$ cat src/rtl/onehot_sel_seq_if.sv
// Command/beat bundle for the one-hot select sequencer.
// master = control/test sequencer side, slave = the sequencer block.
interface onehot_sel_seq_if #(
  parameter int SEL_W = 2
);
  localparam int N_OUT = 2**SEL_W;

  logic             in_valid;
  logic             in_ready;
  logic [SEL_W-1:0] sel;
  logic             sweep;
  logic             dir;
  logic             abort;
  logic [N_OUT-1:0] y;
  logic             out_valid;
  logic             out_ready;
  logic             out_last;
  logic             busy;

  modport master (
    output in_valid,
    input  in_ready,
    output sel,
    output sweep,
    output dir,
    output abort,
    input  y,
    input  out_valid,
    output out_ready,
    input  out_last,
    input  busy
  );

  modport slave (
    input  in_valid,
    output in_ready,
    input  sel,
    input  sweep,
    input  dir,
    input  abort,
    output y,
    output out_valid,
    input  out_ready,
    output out_last,
    output busy
  );
endinterface

$ cat src/rtl/onehot_sel_seq.sv
// Registered select-to-one-hot decoder with direct and sweep
// commands behind valid/ready handshakes.
module onehot_sel_seq #(
  parameter int SEL_W     = 2,
  parameter bit MSB_FIRST = 1'b1
) (
  input logic          clk,
  input logic          rst,
  onehot_sel_seq_if.slave bus
);
  localparam int N_OUT = 2**SEL_W;
  localparam logic [SEL_W-1:0] ONE = SEL_W'(1);
  localparam logic [SEL_W-1:0] BL_INIT = SEL_W'(N_OUT - 1);

  typedef enum logic [1:0] {
    IDLE,
    DIRECT,
    SWEEP
  } state_t;

  state_t state_q, state_d;

  logic [N_OUT-1:0] y_q, y_d;
  logic             vld_q, vld_d;
  logic             last_q, last_d;
  logic             dir_q, dir_d;
  logic [SEL_W-1:0] idx_q, idx_d;
  logic [SEL_W-1:0] bl_q, bl_d;
  logic [SEL_W-1:0] idx_nxt;
  logic [SEL_W-1:0] bl_nxt;
  logic             accept;
  logic             hs;
  logic             abort_sw;

  function automatic logic [N_OUT-1:0] onehot(
    input logic [SEL_W-1:0] k
  );
    logic [N_OUT-1:0] v;
    v = '0;
    for (int i = 0; i < N_OUT; i++) begin
      if (MSB_FIRST)
        v[i] = ((N_OUT - 1 - i) == int'(k));
      else
        v[i] = (i == int'(k));
    end
    return v;
  endfunction

  assign bus.in_ready =
    (~vld_q | (bus.out_ready & last_q)) & ~rst;

  assign accept   = bus.in_valid & bus.in_ready;
  assign hs       = vld_q & bus.out_ready;
  assign abort_sw = bus.abort & (state_q == SWEEP);

  assign idx_nxt = dir_q ? idx_q - ONE : idx_q + ONE;
  assign bl_nxt  = bl_q - ONE;

  // accept can only fire on the final beat, so it never
  // competes with an abort of a non-last sweep beat
  always_comb begin
    state_d = state_q;
    y_d     = y_q;
    vld_d   = vld_q;
    last_d  = last_q;
    dir_d   = dir_q;
    idx_d   = idx_q;
    bl_d    = bl_q;
    if (accept) begin
      y_d   = onehot(bus.sel);
      vld_d = 1'b1;
      if (bus.sweep) begin
        idx_d   = bus.sel;
        bl_d    = BL_INIT;
        dir_d   = bus.dir;
        last_d  = (N_OUT == 1);
        state_d = SWEEP;
      end else begin
        last_d  = 1'b1;
        state_d = DIRECT;
      end
    end else if (abort_sw) begin
      vld_d   = 1'b0;
      last_d  = 1'b0;
      state_d = IDLE;
    end else if (hs) begin
      if (last_q) begin
        vld_d   = 1'b0;
        last_d  = 1'b0;
        state_d = IDLE;
      end else begin
        idx_d  = idx_nxt;
        bl_d   = bl_nxt;
        y_d    = onehot(idx_nxt);
        last_d = (bl_nxt == '0);
      end
    end
  end

  always_ff @(posedge clk) begin
    if (rst) begin
      state_q <= IDLE;
      y_q     <= '0;
      vld_q   <= 1'b0;
      last_q  <= 1'b0;
      dir_q   <= 1'b0;
      idx_q   <= '0;
      bl_q    <= '0;
    end else begin
      state_q <= state_d;
      y_q     <= y_d;
      vld_q   <= vld_d;
      last_q  <= last_d;
      dir_q   <= dir_d;
      idx_q   <= idx_d;
      bl_q    <= bl_d;
    end
  end

  assign bus.y         = y_q;
  assign bus.out_valid = vld_q;
  assign bus.out_last  = last_q;
  assign bus.busy      = (state_q == SWEEP);
endmodule

$ cat src/flat_wrapper.sv
// flat-port wrapper written by rule: the top's interface ports become plain ports
module onehot_sel_seq_flat 
#(
  parameter int SEL_W     = 2,
  parameter bit MSB_FIRST = 1'b1
)
  (clk, rst, bus_in_valid, bus_in_ready, bus_sel, bus_sweep, bus_dir, bus_abort, bus_y, bus_out_valid, bus_out_ready, bus_out_last, bus_busy);
  onehot_sel_seq_if #(.SEL_W(SEL_W)) bus_i ();
  input logic clk;
  input logic rst;
  input wire logic [$bits(bus_i.in_valid)-1:0] bus_in_valid;
  output wire logic [$bits(bus_i.in_ready)-1:0] bus_in_ready;
  input wire logic [$bits(bus_i.sel)-1:0] bus_sel;
  input wire logic [$bits(bus_i.sweep)-1:0] bus_sweep;
  input wire logic [$bits(bus_i.dir)-1:0] bus_dir;
  input wire logic [$bits(bus_i.abort)-1:0] bus_abort;
  output wire logic [$bits(bus_i.y)-1:0] bus_y;
  output wire logic [$bits(bus_i.out_valid)-1:0] bus_out_valid;
  input wire logic [$bits(bus_i.out_ready)-1:0] bus_out_ready;
  output wire logic [$bits(bus_i.out_last)-1:0] bus_out_last;
  output wire logic [$bits(bus_i.busy)-1:0] bus_busy;
  assign bus_i.in_valid = bus_in_valid;
  assign bus_in_ready = bus_i.in_ready;
  assign bus_i.sel = bus_sel;
  assign bus_i.sweep = bus_sweep;
  assign bus_i.dir = bus_dir;
  assign bus_i.abort = bus_abort;
  assign bus_y = bus_i.y;
  assign bus_out_valid = bus_i.out_valid;
  assign bus_i.out_ready = bus_out_ready;
  assign bus_out_last = bus_i.out_last;
  assign bus_busy = bus_i.busy;
  onehot_sel_seq #(.SEL_W(SEL_W), .MSB_FIRST(MSB_FIRST)) u_core (.clk(clk), .rst(rst), .bus(bus_i));
endmodule
$ cat config.mk
export PLATFORM = sky130hd
export DESIGN_NAME = onehot_sel_seq_flat
export DESIGN_NICKNAME = d
export VERILOG_FILES = /design/src/rtl/onehot_sel_seq_if.sv /design/src/rtl/onehot_sel_seq.sv /design/src/flat_wrapper.sv
export SDC_FILE = /design/constraint.sdc
export NUM_CORES = 1
export LEC_CHECK = 0
export CORE_UTILIZATION = 40
export CTS_CLUSTER_DIAMETER = 80
export DETAILED_ROUTE_END_ITERATION = 8
export HOLD_SLACK_MARGIN = 0.06
export MAX_ROUTING_LAYER = met4
export PLACE_DENSITY = 0.69
export SETUP_SLACK_MARGIN = 0.15
export SLEW_MARGIN = 25
export SYNTH_ARGS = -nofsm -noshare
export SYNTH_HDL_FRONTEND = slang
export SYNTH_SLANG_ARGS = --single-unit
$ cat constraint.sdc
create_clock -name clk -period 1.3 [get_ports clk]
set_input_delay 0.13 -clock clk [delete_from_list [all_inputs] [get_ports clk]]
set_output_delay 0.13 -clock clk [all_outputs]
set_load 0.02 [all_outputs]
After elaboration in Yosys (flattened, before gate mapping)
Index checks and enable logic that the tools add are counted.
{ "op_classes": {"n_eq_ne": 10, "add_sub_neg": 3, "div_mod_pow": 0, "n_mul": 0, "n_shift": 0, "n_reduce_logical": 10, "n_bitwise": 8, "n_lt_le_gt_ge": 0, "n_mux": 29} }
{ "ops": {"columns": ["cell", "count"], "rows": [
  ["2-bit two-way mux", 16],
  ["4-bit two-way mux", 4],
  ["1-bit two-way mux", 9],
  ["2-bit equality test, first input constant", 4],
  ["2-bit zero test", 3],
  ["3-bit nonzero test", 2],
  ["1-bit bitwise AND", 5],
  ["1-bit by 2-bit equality test with 1-bit output, first input constant", 2],
  ["2-bit inequality test, second input constant", 2],
  ["2-bit AND reduction", 2],
  ["4-bit AND reduction", 1],
  ["2-bit by 1-bit subtractor with 2-bit output, second input constant", 2],
  ["3-bit AND reduction", 1],
  ["2-bit by 1-bit adder with 2-bit output, second input constant", 1],
  ["2-bit equality test, second input constant", 1],
  ["2-bit by 1-bit inequality test with 1-bit output, second input constant", 1],
  ["1-bit NOT", 2],
  ["2-bit nonzero test", 1],
  ["1-bit OR", 1]
]} }
{ "totals": {"n_memories": 0, "out_inout_bits": 8, "latchBits": 0, "mem_bits_rw": 0, "mem_bits_ro": 0, "word_cells": 67, "inputBits": 9, "register_bits": 13} }

Longest topological paths before layout
{ "depth": {"word_depth": 7, "mapped_depth": 6, "depth_no_buf": 6} }

Worst setup path after synthesis
OpenSTA, ideal clock, no wires.
{ "synth_path": {"path_type": "reg2reg", "startpoint": "register u_core.last_q (netlist: u_core.bus.out_last)", "endpoint": "register u_core.idx_q[1]", "t_required_ps": 1178, "stages_incl_launch_ff": 6, "slack_ps": -173, "setup_ps": 122, "synth_period_minus_slack_ps": 1473, "t_arrival_ps": 1352, "n_path_buf": 2, "cell_sequence": "dfxtp_1 > clkbuf_2 > a21bo_2 > and3_1 > clkbuf_2 > o311a_1"} }
{ "synth_between": {"elab_chain_cells": 6, "elab_cells_between_ends": 10, "classes_between": "eq/ne: 3; mux: 1; bitwise: 4; reduce/logical: 2"} }
{ "synth_rtl": {"columns": ["item", "line_no", "text"], "rows": [
  ["from (decl)", "onehot_sel_seq.sv:25", "logic last_q, last_d;"],
  ["from (signal assigned)", "onehot_sel_seq.sv:113", "last_q <= last_d;"],
  ["1-bit bitwise AND", "onehot_sel_seq.sv:50", "(~vld_q | (bus.out_ready & last_q)) & ~rst;"],
  ["1-bit OR", "onehot_sel_seq.sv:50", null],
  ["1-bit bitwise AND", "onehot_sel_seq.sv:50", null],
  ["1-bit bitwise AND", "onehot_sel_seq.sv:52", "assign accept = bus.in_valid & bus.in_ready;"],
  ["2-bit inequality test (no source line), or another cell as far along", null, null],
  ["4-bit AND reduction (no source line)", null, null],
  ["to (signal assigned)", "onehot_sel_seq.sv:115", "idx_q <= idx_d;"],
  ["to (decl)", "onehot_sel_seq.sv:27", "logic [SEL_W-1:0] idx_q, idx_d;"]
]} }
Several ways; a longest one is shown, not always the timed one.
A chain may end at the register's enable or synchronous reset.

Worst setup path after layout
{ "layout_path": {"startpoint": "register u_core.state_q[1]", "endpoint": "register u_core.y_q[0] (netlist: u_core.bus.y[0])"} }
{ "layout_between": {"elab_chain_cells": 4} }
{ "layout_rtl": {"columns": ["item", "line_no", "text"], "rows": [
  ["from (decl)", "onehot_sel_seq.sv:21", "state_t state_q, state_d;"],
  ["from (signal assigned)", "onehot_sel_seq.sv:110", "state_q <= state_d;"],
  ["2-bit equality test", "onehot_sel_seq.sv:54", "assign abort_sw = bus.abort & (state_q == SWEEP);"],
  ["1-bit bitwise AND", "onehot_sel_seq.sv:54", null],
  ["2-bit by 1-bit inequality test with 1-bit output (no source line)", null, null],
  ["3-bit AND reduction (no source line)", null, null],
  ["to (signal assigned)", "onehot_sel_seq.sv:111", "y_q <= y_d;"],
  ["to (decl)", "onehot_sel_seq.sv:23", "logic [N_OUT-1:0] y_q, y_d;"]
]} }
Every way passes these cells.

==> flow_summary_export.csv <==
group,metric,value,unit
status,status,"complete, but fails checks",
status,violations,"design-rule violations, negative setup slack",
place,place.gp.congestion,0.7958,
cts,clock-root-buffer,"clkbuf_4",
route,first_pass_iters,6,
power,combPwrFrac,29.3,%
worst_setup_path,crit_path_start_kind,"flop",
worst_setup_path,cp.arrival,1.53,ns
grt,use_met1,26.02,%
yosys,seq_area_frac_synth,37.28,%
grt,grt.busiest_layer,"met2",
route,routed_via_density,5.693,
worst_setup_path,cp-end-kind,"flop",
power,swShare,29.74,%
final_layout,nets,123,
route,drc,1,
route,drt.antenna.violating_nets,0,
cts,cts_buffers,3,
run,drv_cap,0,
floorplanning,die-area,1917,um2
min_path,hold_depth,3,
yosys,synth_fp_nets,90,
worst_setup_path,r2r_slack,-0.03,ns
route,vias,723,
yosys,synth_area_leaders,"dfxtp_1, a21oi_1, mux2i_1, a211oi_1, ha_1",
grt,grt_start_max_net_pins,14,
power,p_clk_share,25.5,%
power,internal-power,0.7000,mW
power,p_sw,0.2963,mW
route,initialDrtViolationCount,17,
floorplanning,pin_count,17,
min_path,hold_path_class,"in2reg",
power,irDropWorstVdd,0.6260,mV
grt,grt_pass1_wl,2787,um
grt,use_met2,31.94,%
floorplanning,start_util,44.29,%
cts,clockBufferDepth,2,
sta,clock_skew,0.008698,ns
yosys,ys_seq_elements,13,
route,detail_route.wl_per_cell,14.50,um
grt,grt_antenna_before_repair,0,
yosys,yosysUniqueCellTypes,36,
sta,fin_setup_tns,-0.09657,ns
yosys,synthesis.area,698.2,um2
worst_setup_path,r2r-start,"u_core.state_q[1]$_SDFFE_PP0P_",
worst_setup_path,rr_worst_depth,5,
grt,gr-usage-all-layers,20.50,%
final_layout,area_growth,56.45,%
power,static-leakage-power,0.4738,nW
yosys,synth_top_cell_by_area,"dfxtp_1",
yosys,netlist_instances,79,
grt,grt-ovfl-total,0,
final_layout,layout_commonest_cell,"buf_4",
floorplanning,die_x,43.78,um
min_path,hp-start,"bus_in_valid",
yosys,synth_top_area_share,37.28,%
sta,timing.fmax,749.7,MHz
place,io_buffers,16,
min_path,min_to,"u_core.bus.out_valid$_SDFFE_PP0P_",
final_layout,drive_gt1_share,37.84,%
yosys,syn_area_per_cell,8.838,um2
yosys,synth-warning-count,0,
cts,cts.sinks,13,
cts,path_clk_slew,0.09,ns
sta,setup_viol,3,
sta,finalWorstSetupSlack,-0.03389,ns
cts,cts.htree.levels,1,
sta,layout_min_cycle_time,1.334,ns
worst_setup_path,cp.required,1.50,ns
final_layout,mostFrequentLayoutCells,"buf_4, a21oi_1",
grt,grt_pass1_vias,634,
power,seqPwrFrac,45.2,%
sta,drv_slew,0,
power,power_density,912.1,nW/um2
worst_setup_path,path_max_fanout,13,
sta,slew_headroom,83.31,%
worst_setup_path,r2r_end,"u_core.bus.y[0]$_SDFFE_PP0P_",
floorplanning,core-area,1577,um2
cts,clk_latency,0.27,ns
cts,cts_hold_buf,0,
route,wl,1842,um
floorplanning,row_count,14,
worst_setup_path,path_class,"reg2reg",
sta,tightest_slew,0.2481,ns
sta,hold_viol_final,0,
place,dp_hpwl,1229,um
sta,rsz0062_at_grt,"true",
floorplanning,die_h,43.78,um
sta,fin_crit_sh,102.6,%
final_layout,antenna_cells,0,
final_layout,final_util,69.29,%
cts,cts_tree,"built",
grt,grt_use_met3,4.167,%
worst max-delay path, stage by stage, from the launching register on:
cell	delay (ns)
dfxtp_2	0.33
and3b_2	0.23
nor3_4	0.20
buf_12	0.16
nand3b_1	0.10
a311oi_2	0.23
through the flow:
stage	power (mW)	hold WS [ns]	cell area, um2	instances	setup slack [ns]
after floorplan	0.6017	0.2021	726.9	79	-0.07298
final	0.9963	0.1992	1092	127	-0.03389
after CTS	0.9792	0.4503	1040	125	-0.06131
after global placement	0.7206	0.4564	984.7	119	-0.3191
after detailed placement	0.7253	0.4638	984.7	119	-0.3718
after global routing	1.046	0.2128	1092	127	-0.1072
repair_timing:
action,CTS,global route
gates resized for setup,28,12
endpoints found under the setup margin,20,13
setup buffers,2,2
pin swaps,4,3
kinds of logic (layout without fill, tap and decap cells):
kind of cell	after synthesis	in the layout	synth area share, %
simple gates	30	30	25.45
compound gates	22	22	22.22
flops	13	13	37.28
buf+inv	8	40	5.913
mux	3	3	4.301
fa+ha+maj	2	2	3.584
xor+xnor	1	1	1.255
Yosys cell counts (all sizes together):
cell      n
dfxtp    13
a21oi     7
nor2      6
nor3      5
a211oi    4
nand2b    4
clkbuf    3
inv       3
mux2i     3
nand2     3
nand3     3
a311oi    2
buf       2
ha        2
a21bo     1
a21boi    1
a2bb2oi   1
a31oi     1
a32oi     1
a41oi     1
and2      1
and2b     1
and3      1
and3b     1
and4b     1
nand3b    1
nor2b     1
nor4      1
o211ai    1
o21ai     1
o311a     1
or3       1
xor2      1
registers in the layout, summed over array words and instances (netlist names):
signal and flops:
u_core.bus.y 4, u_core.state_q 2, u_core.bl_q 2, u_core.bus.out_valid 1, u_core.dir_q 1, u_core.idx_q 2
u_core.bus.out_last 1
per-layer routing:
layer / up-vias / wire (um)
met5: - / 0
met4: 0 / 10
met3: 2 / 98
met2: 18 / 901
met1: 348 / 832
li1: 355 / -
how the worst max path moves through the flow:
stage,slack (ns),depth (start not counted),endpoint,from
6_report,-0.03,5,u_core.bus.y[0]$_SDFFE_PP0P_,u_core.state_q[1]$_SDFFE_PP0P_
5_1_grt,-0.11,5,u_core.bus.y[2]$_SDFFE_PP0P_,u_core.idx_q[1]$_SDFFE_PP0P_
4_1_cts,-0.06,5,u_core.bus.y[1]$_SDFFE_PP0P_,u_core.state_q[1]$_SDFFE_PP0P_
3_5_place_dp,-0.37,4,bus_in_ready,bus_out_ready
3_3_place_gp,-0.32,4,bus_in_ready,bus_out_ready
2_1_floorplan,-0.07,5,u_core.idx_q[1]$_SDFFE_PP0P_,u_core.bus.out_last$_SDFFE_PP0P_
area by class of cell:
cell class                      instances  area (um2)
Fill cell                             122       484.2
Tap cell                               16       20.02
Inverter                                3       11.26
Timing Repair Buffer                   33       305.3
Multi-Input combinational cell         58       455.4
Sequential cell                        13       274.0
Clock buffer                            4       26.28
power by group through the flow:
stage          Combinational (mW)  Clock (mW)  Sequential, mW
2_1_floorplan               0.130           0           0.472
3_3_place_gp                0.264           0           0.457
3_5_place_dp                0.266           0           0.459
4_1_cts                     0.269       0.259           0.451
5_1_grt                     0.314       0.278           0.454
6_report                    0.292       0.254           0.451
No activity file was read; power rests on OpenSTA's default activity.
